[src/rtl/mesh_nic.sv]
// mesh_nic: network interface between a processing element and the local
// port of its mesh router. One FIFO buffers PE-to-router injection traffic,
// another buffers router-to-PE ejection traffic. Injection, ejection and
// misroute counters are kept alongside.

// Single-clock FIFO with wrapping pointers and an occupancy count.
// Every output is derived from registered state only.
module mesh_nic_fifo #(
    parameter int WIDTH = 64,
    parameter int DEPTH = 4
) (
    input  logic             clk,
    input  logic             reset,
    input  logic             push_valid,
    output logic             push_ready,
    input  logic [WIDTH-1:0] push_data,
    output logic             pop_valid,
    input  logic             pop_ready,
    output logic [WIDTH-1:0] pop_data
);
    localparam int AW = $clog2(DEPTH);

    logic [WIDTH-1:0] mem [DEPTH];
    logic [AW-1:0]    wr_ptr_reg;
    logic [AW-1:0]    rd_ptr_reg;
    logic [AW:0]      count_reg;
    logic             full;
    logic             empty;
    logic             push_fire;
    logic             pop_fire;

    assign full      = (count_reg == (AW+1)'(DEPTH));
    assign empty     = (count_reg == '0);
    assign push_ready = !full;
    assign pop_valid  = !empty;
    // A full FIFO refuses the push even when a pop happens in the same cycle,
    // so the freed slot only shows up as ready on the following cycle.
    assign push_fire = push_valid && !full;
    assign pop_fire  = pop_ready && !empty;
    // Head entry is masked to zero while empty so stale data never leaks out.
    assign pop_data  = empty ? '0 : mem[rd_ptr_reg];

    // Pointer and occupancy bookkeeping; reset discards all buffered contents.
    always_ff @(posedge clk or posedge reset) begin
        if (reset) begin
            wr_ptr_reg <= '0;
            rd_ptr_reg <= '0;
            count_reg  <= '0;
        end else begin
            if (push_fire) wr_ptr_reg <= wr_ptr_reg + AW'(1);
            if (pop_fire)  rd_ptr_reg <= rd_ptr_reg + AW'(1);
            if (push_fire && !pop_fire)
                count_reg <= count_reg + (AW+1)'(1);
            else if (pop_fire && !push_fire)
                count_reg <= count_reg - (AW+1)'(1);
        end
    end

    // Storage array written on accepted pushes; not reset since emptiness masks it.
    always_ff @(posedge clk) begin
        if (push_fire) mem[wr_ptr_reg] <= push_data;
    end
endmodule

module mesh_nic #(
    parameter int PACKET_WIDTH = 64,
    parameter int FIFO_DEPTH   = 4,
    parameter int LOCAL_X      = 0,
    parameter int LOCAL_Y      = 0
) (
    input  logic                    clk,
    input  logic                    reset,
    input  logic                    pe_send_in,
    output logic                    pe_ready_out,
    input  logic [PACKET_WIDTH-1:0] pe_data_in,
    output logic                    rt_send_out,
    input  logic                    rt_ready_in,
    output logic [PACKET_WIDTH-1:0] rt_data_out,
    input  logic                    rt_send_in,
    output logic                    rt_ready_out,
    input  logic [PACKET_WIDTH-1:0] rt_data_in,
    output logic                    pe_send_out,
    input  logic                    pe_ready_in,
    output logic [PACKET_WIDTH-1:0] pe_data_out,
    output logic [15:0]             inj_count,
    output logic [15:0]             ej_count,
    output logic [7:0]              misroute_count
);
    // Destination field layout: [3:2] = Y, [1:0] = X.
    localparam logic [3:0] LOCAL_DEST = {2'(LOCAL_Y), 2'(LOCAL_X)};

    // Index 0 = injection (PE -> router), index 1 = ejection (router -> PE).
    logic [1:0]              push_valid;
    logic [1:0]              push_ready;
    logic [1:0]              pop_valid;
    logic [1:0]              pop_ready;
    logic [PACKET_WIDTH-1:0] push_data [2];
    logic [PACKET_WIDTH-1:0] pop_data  [2];

    logic [15:0] inj_count_reg;
    logic [15:0] ej_count_reg;
    logic [7:0]  misroute_count_reg;
    logic        inj_pop;
    logic        ej_pop;
    logic        ej_push;
    logic        misrouted;

    assign push_valid[0] = pe_send_in;
    assign push_data[0]  = pe_data_in;
    assign pop_ready[0]  = rt_ready_in;
    assign pe_ready_out  = push_ready[0];
    assign rt_send_out   = pop_valid[0];
    assign rt_data_out   = pop_data[0];

    assign push_valid[1] = rt_send_in;
    assign push_data[1]  = rt_data_in;
    assign pop_ready[1]  = pe_ready_in;
    assign rt_ready_out  = push_ready[1];
    assign pe_send_out   = pop_valid[1];
    assign pe_data_out   = pop_data[1];

    genvar gi;
    generate
        for (gi = 0; gi < 2; gi++) begin : g_dir
            mesh_nic_fifo #(
                .WIDTH (PACKET_WIDTH),
                .DEPTH (FIFO_DEPTH)
            ) u_fifo (
                .clk        (clk),
                .reset      (reset),
                .push_valid (push_valid[gi]),
                .push_ready (push_ready[gi]),
                .push_data  (push_data[gi]),
                .pop_valid  (pop_valid[gi]),
                .pop_ready  (pop_ready[gi]),
                .pop_data   (pop_data[gi])
            );
        end
    endgenerate

    assign inj_pop   = rt_send_out && rt_ready_in;
    assign ej_pop    = pe_send_out && pe_ready_in;
    assign ej_push   = rt_send_in && rt_ready_out;
    assign misrouted = (rt_data_in[3:0] != LOCAL_DEST);

    // Traffic counters: transfer counters wrap, misroute counter saturates.
    always_ff @(posedge clk or posedge reset) begin
        if (reset) begin
            inj_count_reg      <= '0;
            ej_count_reg       <= '0;
            misroute_count_reg <= '0;
        end else begin
            if (inj_pop) inj_count_reg <= inj_count_reg + 16'd1;
            if (ej_pop)  ej_count_reg  <= ej_count_reg + 16'd1;
            if (ej_push && misrouted && misroute_count_reg != 8'hFF)
                misroute_count_reg <= misroute_count_reg + 8'd1;
        end
    end

    assign inj_count      = inj_count_reg;
    assign ej_count       = ej_count_reg;
    assign misroute_count = misroute_count_reg;
endmodule

[config.mk]
export PLATFORM = sky130hd
export DESIGN_NAME = mesh_nic
export DESIGN_NICKNAME = d
export VERILOG_FILES = /design/src/rtl/mesh_nic.sv
export SDC_FILE = /design/constraint.sdc
export NUM_CORES = 1
export LEC_CHECK = 0
export CORE_ASPECT_RATIO = 2
export CORE_UTILIZATION = 40
export CTS_BUF_LIST = sky130_fd_sc_hd__clkbuf_4
export CTS_CLUSTER_SIZE = 16
export DETAILED_ROUTE_END_ITERATION = 6
export PLACE_DENSITY = 0.71
export SETUP_SLACK_MARGIN = 0.1
export SLEW_MARGIN = 10
export SYNTH_ARGS = -nofsm -noshare
export SYNTH_HDL_FRONTEND = slang
export SYNTH_HIERARCHICAL = 1
export SYNTH_SLANG_ARGS = --single-unit
[constraint.sdc]
create_clock -name clk -period 2.9 [get_ports clk]
set_input_delay 0.87 -clock clk [delete_from_list [all_inputs] [get_ports clk]]
set_output_delay 0.87 -clock clk [all_outputs]
set_load 0.005 [all_outputs]
==> run_results.csv <==
group,metric,value,unit
worst_setup_path,cp_num_buf_inv,4,
routing,ant_nets,0,
sta,hold_ws,468,ps
worst_setup_path,path_depth,6,
sta,relSlewSlack,71.2,%
die,rows,121,
routing,num_vias,11900,
sta,rsz0062_at_grt,"yes",
synthesis,synth.most_common_cell,"edfxtp_1",
outcome,status,"complete, but fails checks",
worst_setup_path,crit_path_start,"g_dir[0].u_fifo/rd_ptr_reg[0]$_DFFE_PP0P_",
synthesis,yosys.area.top_type_share,70.1,%
routing,dr_wl_met2,29400,um
worst_setup_path,path_delay_family,"buffers and inverters",
cells_and_area,syn_to_final_growth,34.6,%
worst_setup_path,endpoint,"rt_data_out[50]",
synthesis,synth_warnings,6,
grt,grt_overflow,0,
clock_tree,root_buffer,"clkbuf_4",
synthesis,netlist_area,21900,um2
pwr,power_density,1060,nW/um2
routing,drtPass1Iterations,4,
pwr,max-vdd-ir-drop,0.781,mV
synthesis,synthCells,1039,
place,gp_congestion,0.757,
worst_setup_path,r2r_start,"g_dir[0].u_fifo/count_reg[1]$_DFFE_PP0P_",
grt,grt_usage,18.6,%
place,place_inst,2028,
run,max-cap-violations,0,
die,io_pins,306,
grt,grt_first_pass_wirelength,77300,um
worst_setup_path,timing.rr.end,"g_dir[0].u_fifo/count_reg[2]$_DFFE_PP0P_",
clock_tree,clk_path_buf_depth,3,
synthesis,synth_edf_count,512,
routing,drt_iter0_drc,577,
grt,antenna_found_initial,12,
die,core-area,54400,um2
worst_setup_path,cp-end-kind,"output pin",
clock_tree,cts_hold_buf,0,
synthesis,ys_top_cells_by_count,"edfxtp_1 (512), and2_1 (136), mux4_2 (128), dfrtp_1 (54), xnor2_1 (29)",
cells_and_area,instances_no_fill,2344,
clock_tree,clk_transition_reported_paths,70,ps
synthesis,synth-async-reset-ratio,9.54,%
synthesis,yosysTopAreaCell,"edfxtp_1",
clock_tree,clk_latency,820,ps
cells_and_area,nNetsFinal,1716,
clock_tree,cts.sinks,566,
synthesis,syn_nets,1188,
synthesis,synth_cell_types,32,
pwr,p_leak,0.0107,uW
clock_tree,cts_made_buffers,121,
place,dpl_worst_slack,52.0,ps
die,die_area,55800,um2
grt,grt_max_degree,43,
routing,route.detailed.drc,0,
worst_setup_path,rr_worst_depth,10,
routing,met1Wirelength,18200,um
routing,wl_met3,3280,um
sta,worst_slack,-522,ps
worst_setup_path,cp_cell_sequence,"buf_12, buf_6, buf_16, mux4_2, and2_4, dlygate4sd2_1",
routing,routed.top_layer,"met5",
worst_setup_path,r2r_setup_slack,370,ps
hold_path,min_path_type,"input port to async pin",
worst_setup_path,crit_required,2030,ps
worst_setup_path,crit_path_top_delay_cell,"dfrtp_4",
sta,worst_slew_pin_slew,428,ps
die,dieHeight,333,um
worst_setup_path,critical_path_class,"flip-flop to output pin",
sta,period_needed,3420,ps
grt,grt_pass1_vias,13100,
routing,viasPerCell,5.09,
cells_and_area,largest_register_ffs,512,
sta,final.setup_skew,34.0,ps
sta,period_share,118,%
sta,timing.fmax,292,MHz
pwr,power,31200,uW
sta,hold_viol,0,
die,initial_core_util,40.3,%
worst_setup_path,crit_path_start_kind,"flip-flop",
worst_setup_path,cp_data_arrival_time,2550,ps
synthesis,syn_avg_cell_area,21.1,um2
die,die_x,168,um
worst_setup_path,cp_max_fo,7,
cells_and_area,n_fill_cell,4226,
cells_and_area,final_layout_size_suffix_gt1_share,43.4,%
outcome,violations,"negative setup slack",
synthesis,synth.area.top_cells,"edfxtp_1 (70%), mux4_2 (13%), dfrtp_1 (6.2%)",
synthesis,ys_seq_area_share,76.3,%
sta,setup_viol,128,
clock_tree,htreeDepth,3,
clock_tree,cts_tree,"done",
routing,wl,52000,um
worst_setup_path,max_stage_delay,500,ps
place,port_buffers,305,
synthesis,ys_ff_latch,566,
place,place_hpwl,31100,um
sta,maxSlewViolCount,0,
routing,wl_per_cell,22.2,um
synthesis,synthFlopType,"edfxtp_1",
## where the power goes
part / leakage [uW] / internal (uW) / switching, uW
Combinational: 0.00437 / 8390 / 5390
Clock: 0.000940 / 3090 / 2940
Sequential: 0.00537 / 10800 / 642
Total: 0.0107 / 22200 / 8980
## cell type report
type | count | area (um2) | share of cell area [%]
tap | 676 | 846 | 2.87
timing repair buffer | 447 | 5070 | 17.2
multi-input combinational | 420 | 5200 | 17.6
clock inverter | 41 | 259 | 0.878
clock buffer | 178 | 1340 | 4.53
antenna | 5 | 12.5 | 0.0424
sequential | 566 | 16700 | 56.8
inverter | 11 | 41.3 | 0.140
## cell families (layout without fill, tap and decap cells)
| logic type | Yosys count | after routing | share of synthesized area [%] |
|---|---|---|---|
| AND/OR/NAND/NOR | 216 | 216 | 5.68 |
| other | 0 | 5 | 0 |
| buffers and inverters | 53 | 677 | 1.39 |
| AO/OA/AOI/OAI | 5 | 5 | 0.183 |
| multiplexers | 141 | 141 | 13.8 |
| XOR/XNOR | 43 | 43 | 1.72 |
| adder cells (fa/ha/maj) | 15 | 15 | 0.924 |
| flip-flops | 566 | 566 | 76.3 |
## worst min-delay path by stage
stage	cells past startpoint	slack (ps)	startpoint	end
final	2	470	reset	inj_count[6]$_DFFE_PP0P_
after global routing	2	420	reset	inj_count[6]$_DFFE_PP0P_
after CTS	2	370	reset	inj_count[3]$_DFFE_PP0P_
after detailed placement	1	460	ej_count[15]$_DFFE_PP0P_	ej_count[15]$_DFFE_PP0P_
after global placement	1	460	ej_count[15]$_DFFE_PP0P_	ej_count[15]$_DFFE_PP0P_
after floorplan	1	470	ej_count[15]$_DFFE_PP0P_	ej_count[15]$_DFFE_PP0P_
## per-stage QoR
step                TNS [ps]  instance area, um2  util, %
finish                -49480               29500     54.3
global placement           0               26400     48.6
detailed placement         0               26400     48.6
global route          -68090               29500     54.3
floorplan                  0               21900        -
CTS                   -68340               29100     53.5
## metal layers
metal / vias up / GRT usage [%]
met3: 91 / 5.13
met5: - / 0
met2: 387 / 34.7
met1: 6170 / 19.9
met4: 16 / 6.68
li1: 5270 / -
## layout by cell type (no fill, tap or decap), drive strengths merged
cell           Yosys  routed
mux2              13      13
ha                13      13
nand2             19      19
bufbuf             0       2
and3               5       5
clkdlybuf4s15      0       7
dlygate4sd2        0      10
nand2b             1       1
edfxtp           512     512
nor2              15      15
diode              0       5
clkinvlp           0       2
dfrtp             54      54
xnor2             29      29
mux4             128     128
clkinv             0      36
o21ai              2       2
nor3               5       5
fa                 2       2
bufinv             0       3
clkbuf            16     182
a21boi             2       2
or3                2       2
inv               11      11
clkdlybuf4s50      0     170
nand3             20      20
nand4              7       7
nor2b              1       1
or4                1       1
and2             136     136
buf               26     254
and4               2       2
nor4               2       2
xor2              14      14
o31ai              1       1
## timing repair
action | in CTS | in global routing
buffers inserted | 67 | 14
cloned | 11 | 2
setup endpoints to repair | 139 | 131
pin swaps | 54 | 32
resized for setup | 701 | 74
Note: power is estimated with default switching activity, not from simulation.
